**config.mk**
```make
export PLATFORM = sky130hd
export DESIGN_NAME = guia_06_minterm_scanner
export DESIGN_NICKNAME = d
export VERILOG_FILES = /design/src/rtl/guia_06_pkg.sv /design/src/rtl/guia_06_popcount16.sv /design/src/rtl/guia_06_minterm_scanner.sv
export SDC_FILE = /design/constraint.sdc
export NUM_CORES = 1
export LEC_CHECK = 0
export CORE_ASPECT_RATIO = 0.8
export CORE_MARGIN = 5
export CORE_UTILIZATION = 55
export CTS_CLUSTER_DIAMETER = 50
export CTS_CLUSTER_SIZE = 20
export DETAILED_ROUTE_END_ITERATION = 10
export HOLD_SLACK_MARGIN = 0.03
export PLACE_DENSITY_LB_ADDON = 0.2
export SYNTH_ARGS = -nofsm -noshare
export SYNTH_HDL_FRONTEND = slang
export SYNTH_SLANG_ARGS = --single-unit
```
**constraint.sdc**
```tcl
create_clock -name i_clk -period 8.6 [get_ports i_clk]
set_input_delay 1.72 -clock i_clk [delete_from_list [all_inputs] [get_ports i_clk]]
set_output_delay 1.72 -clock i_clk [all_outputs]
set_load 0.005 [all_outputs]
```
**src/rtl/guia_06_pkg.sv**
```systemverilog
// rtl/guia_06_pkg.sv - shared types, sizes and popcount helper for the Guia_06 minterm scanner
package guia_06_pkg;

    localparam int MINTERMS = 16;
    localparam int MASK_W   = 16;

    typedef enum logic [1:0] {
        IDLE = 2'd0,
        SCAN = 2'd1,
        EMIT = 2'd2
    } state_t;

    function automatic logic [4:0] popcount16(input logic [MASK_W-1:0] v);
        logic [4:0] c;
        c = '0;
        for (int i = 0; i < MASK_W; i++) begin
            c = c + {4'd0, v[i]};
        end
        return c;
    endfunction

endpackage

```
**src/rtl/guia_06_popcount16.sv**
```systemverilog
// rtl/guia_06_popcount16.sv - combinational 16-bit population count
module guia_06_popcount16
    import guia_06_pkg::*;
(
    input  logic [MASK_W-1:0] i_data,
    output logic [4:0]        o_count
);

    assign o_count = popcount16(i_data);

endmodule

```
**src/rtl/guia_06_minterm_scanner.sv**
```systemverilog
// rtl/guia_06_minterm_scanner.sv - walks x,y,w,z through all minterms and emits one truth-table mask per function
module guia_06_minterm_scanner
    import guia_06_pkg::*;
#(
    parameter int N_FUNC = 5,
    parameter int SETTLE = 0
) (
    input  logic              i_clk,
    input  logic              i_rst_n,
    input  logic              i_start,
    output logic              o_x,
    output logic              o_y,
    output logic              o_w,
    output logic              o_z,
    input  logic [N_FUNC-1:0] i_f_in,
    output logic              o_busy,
    output logic              o_res_valid,
    input  logic              i_res_ready,
    output logic [2:0]        o_res_idx,
    output logic [MASK_W-1:0] o_res_mask,
    output logic [4:0]        o_res_count,
    output logic              o_done
);

    localparam logic [3:0] LAST_MINTERM = 4'(MINTERMS - 1);
    localparam logic [2:0] LAST_IDX     = 3'(N_FUNC - 1);
    localparam logic [2:0] SETTLE_MAX   = 3'(SETTLE);

    state_t            r_state;
    state_t            w_state_next;
    logic [3:0]        r_minterm;
    logic [2:0]        r_settle;
    logic [2:0]        r_idx;
    logic [MASK_W-1:0] r_mask [N_FUNC];
    logic              r_done;

    logic              w_sample;
    logic              w_last;
    logic              w_accept;
    logic              w_final;
    logic [MASK_W-1:0] w_sel_mask;

    assign w_sample = (r_state == SCAN) && (r_settle == SETTLE_MAX);
    assign w_last   = w_sample && (r_minterm == LAST_MINTERM);
    assign w_accept = (r_state == EMIT) && i_res_ready;
    assign w_final  = w_accept && (r_idx == LAST_IDX);

    always_ff @(posedge i_clk or negedge i_rst_n) begin
        if (!i_rst_n) begin
            r_state <= IDLE;
        end else begin
            r_state <= w_state_next;
        end
    end

    always_comb begin
        w_state_next = r_state;
        case (r_state)
            IDLE:    if (i_start) w_state_next = SCAN;
            SCAN:    if (w_last)  w_state_next = EMIT;
            EMIT:    if (w_final) w_state_next = IDLE;
            default: w_state_next = IDLE;
        endcase
    end

    // The minterm counter doubles as the x,y,w,z drive: it rests at 15 through EMIT.
    always_ff @(posedge i_clk or negedge i_rst_n) begin
        if (!i_rst_n) begin
            r_minterm <= '0;
            r_settle  <= '0;
            r_idx     <= '0;
            r_done    <= 1'b0;
            for (int k = 0; k < N_FUNC; k++) begin
                r_mask[k] <= '0;
            end
        end else begin
            r_done <= 1'b0;
            case (r_state)
                IDLE: begin
                    if (i_start) begin
                        r_minterm <= '0;
                        r_settle  <= '0;
                        r_idx     <= '0;
                        for (int k = 0; k < N_FUNC; k++) begin
                            r_mask[k] <= '0;
                        end
                    end
                end
                SCAN: begin
                    if (!w_sample) begin
                        r_settle <= r_settle + 3'd1;
                    end else begin
                        for (int k = 0; k < N_FUNC; k++) begin
                            r_mask[k][r_minterm] <= i_f_in[k];
                        end
                        r_settle <= '0;
                        r_idx    <= '0;
                        if (!w_last) begin
                            r_minterm <= r_minterm + 4'd1;
                        end
                    end
                end
                EMIT: begin
                    if (w_final) begin
                        r_done    <= 1'b1;
                        r_minterm <= '0;
                        r_idx     <= '0;
                    end else if (w_accept) begin
                        r_idx <= r_idx + 3'd1;
                    end
                end
                default: ;
            endcase
        end
    end

    always_comb begin
        w_sel_mask = '0;
        for (int k = 0; k < N_FUNC; k++) begin
            if ((r_state == EMIT) && (r_idx == 3'(k))) begin
                w_sel_mask = r_mask[k];
            end
        end
    end

    guia_06_popcount16 u_popcount (
        .i_data  (w_sel_mask),
        .o_count (o_res_count)
    );

    assign o_x         = r_minterm[3];
    assign o_y         = r_minterm[2];
    assign o_w         = r_minterm[1];
    assign o_z         = r_minterm[0];
    assign o_busy      = (r_state != IDLE);
    assign o_res_valid = (r_state == EMIT);
    assign o_res_idx   = r_idx;
    assign o_res_mask  = w_sel_mask;
    assign o_done      = r_done;

endmodule
```
# After elaboration in Yosys (flattened, before gate mapping)
# Index checks and enable logic that the tools add are counted.
# word_totals
regBits	93
latchBits	0
ramBits	0
romBits	0
inputBits	9
word_cells	97
n_memories	0
# classes
n_addsub	18
n_mul	0
n_div	0
order_cmp	2
eq_ne	13
shift	0
muxes	33
bitwise_logic	0
n_reduce_logical	21
# ops
op	count
80-bit 2-to-1 mux	2
80-bit case mux with 2 select lines	1
16-bit bitwise mux	5
16-bit 2-to-1 mux	5
5-bit by 1-bit adder with 5-bit output	14
4-bit 2-to-1 mux	4
3-bit 2-to-1 mux	5
4-bit case mux with 3 select lines	1
1-bit logical AND	10
3-bit case mux with 3 select lines	1
2-bit != test, second input constant	4
3-bit by 1-bit adder with 3-bit output, second input constant	2
3-bit by 2-bit == test with 1-bit output, second input constant	2
3-bit logical NOT	2
2-bit 2-to-1 mux	3
2-bit case mux with 3 select lines	1
3-bit case mux with 2 select lines	1
3-bit AND reduction	2
4-bit by 5-bit less-than comparator with 1-bit output, second input constant	1
5-bit AND reduction	1
4-bit by 1-bit adder with 4-bit output, second input constant	1
1-bit demux with 4-bit select	1
4-bit == test, second input constant	1
4-bit by 1-bit greater-or-equal comparator with 1-bit output, second input constant	1
13 further kinds	16

# Logic depth before layout (Yosys ltp)
# depth
depth_word	22
ltp_mapped	19
depth_no_buf	17

# Modules after synthesis
# Synthesis repeated with hierarchy kept, for this count alone.
# unflattened
hier_cells	528
hier_area_um2	5019.8
# modules_own_cells
module	instances	cells_each	area_each_um2
guia_06_minterm_scanner	1	481	4611.9
guia_06_popcount16	1	47	407.9

# Worst setup path after synthesis
# Ideal clock, no wire load.
# synth_timing
kind	reg-to-output
start	register r_idx[0], in the netlist o_res_idx[0]
end	output port o_res_count[4]
t_arrival_ns	5.055
setup_slack_ns	1.825
path_stages_with_launch	19
path_buffers	2
path_cell_list	dfrtp_1 inv_1 ha_1 buf_2 nand2b_1 buf_2 nor2_4 a22oi_1 a222oi_1 ha_1 fa_1 fa_1 fa_1 inv_1 fa_1 fa_1 fa_1 nor2b_1 o21a_1
# synth_between
elab_chain_len	22
elab_cells_between_ends	30
# synth_rtl
item	line	source
start, declared	guia_06_minterm_scanner.sv:33	logic [2:0] r_idx;
start signal, assigned	guia_06_minterm_scanner.sv:109	r_idx <= r_idx + 3'd1;
3-bit logical NOT	guia_06_minterm_scanner.sv:120	if ((r_state == EMIT) && (r_idx == 3'(k))) begin
1-bit logical AND	guia_06_minterm_scanner.sv:120	
16-bit 2-to-1 mux (4 in a row)	guia_06_minterm_scanner.sv:120	
16-bit 2-to-1 mux *	guia_06_minterm_scanner.sv:120	
net o_res_mask[0]	guia_06_minterm_scanner.sv:20	output logic [MASK_W-1:0] o_res_mask,
1-bit by 1-bit adder with 2-bit output *	guia_06_pkg.sv:17	c = c + {4'd0, v[i]};
5-bit by 1-bit adder with 5-bit output * (14 in a row)	guia_06_pkg.sv:17	
end, declared	guia_06_minterm_scanner.sv:21	output logic [4:0] o_res_count,
# Mark *: on every way through the listed nets, which the timed path passes. The rest lies on a longest branch.

# Final worst setup path
# layout_timing
start	register r_idx[0], in the netlist o_res_idx[0]
end	output port o_res_count[4]
# layout_between
elab_chain_len	22
elab_cells_between_ends	30
# layout_rtl
item	line
3-bit logical NOT	guia_06_minterm_scanner.sv:120
1-bit logical AND	guia_06_minterm_scanner.sv:120
16-bit 2-to-1 mux (4 in a row)	guia_06_minterm_scanner.sv:120
16-bit 2-to-1 mux *	guia_06_minterm_scanner.sv:120
1-bit by 1-bit adder with 2-bit output	guia_06_pkg.sv:17
5-bit by 1-bit adder with 5-bit output (13 in a row)	guia_06_pkg.sv:17
5-bit by 1-bit adder with 5-bit output *	guia_06_pkg.sv:17
# Mark *: on every way between the ends. The rest lies on a longest branch, timed or not.

==> metrics.yaml <==
status: "finished, final reports clean"
first_pass_iters: 5
crit_fanout: 10
drive_above_1_share: 0.100
fill_cells: 732
cp.arrival_ns: 6.39
worst_slew_pin_slew_ns: 1.05
cts-root-buf: "clkbuf_16"
slew_viol_final: 0
clk_pin_slew_ns: 0.07
htree_num_levels: 3
via_per_inst: 6.29
setup_viol: 0
grt_pass1_vias: 4122
startpoint_type: "flip-flop"
cp_data_required_time_ns: 6.88
crit_type: "flip-flop to output port"
fin_skew_ns: 0.00665
clock_latency_ns: 0.35
dp_hpwl_um: 9590
synth-edff-count: 0
clock-sinks: 93
area_growth_syn_to_layout_pct: 15.7
async_reset_ff_frac: 1.00
yosysWarningCount: 0
track_usage: 0.261
p_total_mw: 1.59
synthFlopType: "dfrtp_1"
die_x_um: 117
grt_max_degree: 48
start_util: 0.557
rsz0062_at_grt: "false"
worstPathCellList: "inv_1 > ha_1 > nand2b_1 > nor2_4 > a22oi_1 > a222oi_1 > ha_1 > fa_1 > fa_1 > fa_1 > inv_1 > fa_1 > fa_1 > fa_1 > nor2b_1 > o21a_1 > clkdlybuf4s50_1"
avgSynthCellArea_um2: 9.97
cpPeakStageDelay_ns: 0.51
r2r-end: "r_mask[8]"
clockBufferDepth: 2
cap_violations: 0
die-area_mm2: 0.0111
fin_util: 0.645
drt_iter0_markers: 391
route.vias.total: 4123
rows: 31
hold_viol: 0
relSlewSlack: 0.292
io_buffer_count: 39
ir_drop_uv: 196
hold_start: "r_mask[77]"
grt_pass1_wl_um: 21900
die_h_um: 95.2
io_pins: 40
synth_cell_type_count: 52
synthesis.instances: 501
reg2reg_slack_ns: 5.99
cp-end-kind: "output port"
hold_path_end: "r_mask[77]"
nets: 570
power.density_mw_per_mm2: 275
wirelength_um: 13600
coreArea_mm2: 0.00896
cp_common_cell: "fa_1"
reg2reg_depth: 5
worstReg2RegStart: "r_settle[0]"
setup_tns_ns: 0
postCtsResizedCells: 0
gr-total-overflow: 0
cts_setup_buffers: 0
leakage_nw: 2.58
ys_ff_latch: 93
ys_seq_area_frac: 0.466
antennaDiodeCount: 0
cts_tree: "yes"
hp-class: "flip-flop to flip-flop"
antenna_left: 0
holdPathStages: 1
syn_area_mm2: 0.00499
critPathSlowestCell: "fa_1"
cts_hold_buffers: 0
gp_congestion: 0.910
wl_per_cell_um: 20.8
syn_nets: 536
drcViolationCount: 0
cts_made_buffers: 9
final.min_clock_period_ns: 8.11
period_share: 0.943
antenna_found_initial: 0
max_freq_ghz: 0.123
-- power by group --
part           leakage [nW]  switching (mW)  total (mW)  internal (mW)
Combinational          1.20           0.269       0.472          0.203
Sequential             1.23           0.111       0.709          0.598
Clock                 0.151           0.179       0.409          0.230
Total                  2.58           0.559        1.59           1.03
-- per-stage QoR --
| step | setup WS (ns) | cells | instance area (um^2) | hold WS [ns] |
|---|---|---|---|---|
| floorplan | 1.82 | 501 | 4990 | 0.466 |
| global placement | 1.07 | 639 | 5470 | 0.483 |
| detailed placement | 0.873 | 639 | 5470 | 0.486 |
| CTS | 0.458 | 655 | 5780 | 0.504 |
| global route | 0.158 | 655 | 5780 | 0.512 |
| finish | 0.487 | 655 | 5780 | 0.511 |
-- routing by layer --
metal / wire, um / vias to the layer above / GRT usage
li1: - / 1873 / -
met1: 5870 / 2034 / 0.360
met5: 0 / - / 0
met4: 310 / 0 / 0.0850
met2: 6330 / 186 / 0.404
met3: 1120 / 30 / 0.0698
-- Yosys cell counts (2+ instances only) --
cell type	instances	area share
a222oi_1	3	0.0060
o221ai_1	6	0.011
o21ai_0	16	0.016
nor2b_1	7	0.0088
and3_1	8	0.010
a22oi_1	7	0.011
o221a_2	2	0.0045
a31o_2	7	0.012
nand3b_1	2	0.0030
fa_1	10	0.040
a21oi_1	17	0.017
nand2b_1	6	0.0075
nor2_1	4	0.0030
buf_6	3	0.0068
dfrtp_1	93	0.47
and2_1	2	0.0025
nand2_1	61	0.046
a31oi_1	6	0.0075
nor3_1	2	0.0020
a21o_1	3	0.0045
ha_1	16	0.040
and2_4	3	0.0053
xnor2_1	2	0.0035
a21oi_2	7	0.012
buf_2	9	0.0090
o22ai_1	48	0.060
nand3_1	7	0.0070
o21ai_1	4	0.0040
a221o_1	2	0.0040
a221oi_1	2	0.0035
nor3_2	2	0.0040
inv_1	65	0.049
clkbuf_1	12	0.0090
a22o_1	39	0.068
-- sequential cells by signal, indices dropped and copies added (netlist names) --
signal and cells:
r_minterm 4, o_done 1, r_mask 80, o_res_idx 3, r_settle 3, r_state 2
-- critical path: cells and delay by family, from the launching register on --
kind	cells	cell delay [ns]
AO/OA/AOI/OAI	3	0.70
adder cells (fa/ha/maj)	8	3.52
buffers and inverters	3	0.65
flip-flops	1	0.44
AND/OR/NAND/NOR	3	0.73
-- area by class of cell --
cell class | count | area [um^2] | share of cell area
sequential | 93 | 2330 | 0.403
multi-input combinational | 317 | 2290 | 0.397
timing repair buffer | 48 | 455 | 0.0789
inverter | 66 | 250 | 0.0433
clock buffer | 9 | 225 | 0.0390
tap | 115 | 144 | 0.0249
clock inverter | 7 | 82.6 | 0.0143
-- worst max path at each step --
stage	from	end	slack, ns	cells past startpoint
2_1_floorplan	o_res_idx[0]	o_res_count[4]	1.82	18
3_3_place_gp	o_res_idx[0]	o_res_count[4]	1.07	17
3_5_place_dp	o_res_idx[0]	o_res_count[4]	0.87	17
4_1_cts	o_res_idx[0]	o_res_count[4]	0.46	17
5_1_grt	o_res_idx[0]	o_res_count[4]	0.16	17
6_report	o_res_idx[0]	o_res_count[4]	0.49	17
-- cell usage in the layout (no fill, tap or decap), types with 7 or more instances in the layout --
master,synthesis,routed
nor2b_1,7,7
nand3_1,7,7
inv_1,65,65
nand2_1,61,61
ha_1,16,16
o22ai_1,48,48
clkbuf_16,0,9
clkdlybuf4s50_1,0,38
dfrtp_1,93,93
a22oi_1,7,7
fa_1,10,10
a21oi_1,17,17
a31o_2,7,7
o21ai_0,16,16
a21oi_2,7,7
and3_1,8,8
buf_4,1,10
a22o_1,39,39
-- cell families after synthesis --
| kind of cell | after synthesis | synth area share |
|---|---|---|
| XOR/XNOR | 2 | 0.00351 |
| flip-flops | 93 | 0.466 |
| multiplexers | 1 | 0.00200 |
| adder cells (fa/ha/maj) | 26 | 0.0802 |
| buffers and inverters | 91 | 0.0764 |
| AO/OA/AOI/OAI | 176 | 0.253 |
| AND/OR/NAND/NOR | 112 | 0.119 |
(Power assumes the default switching activity.)
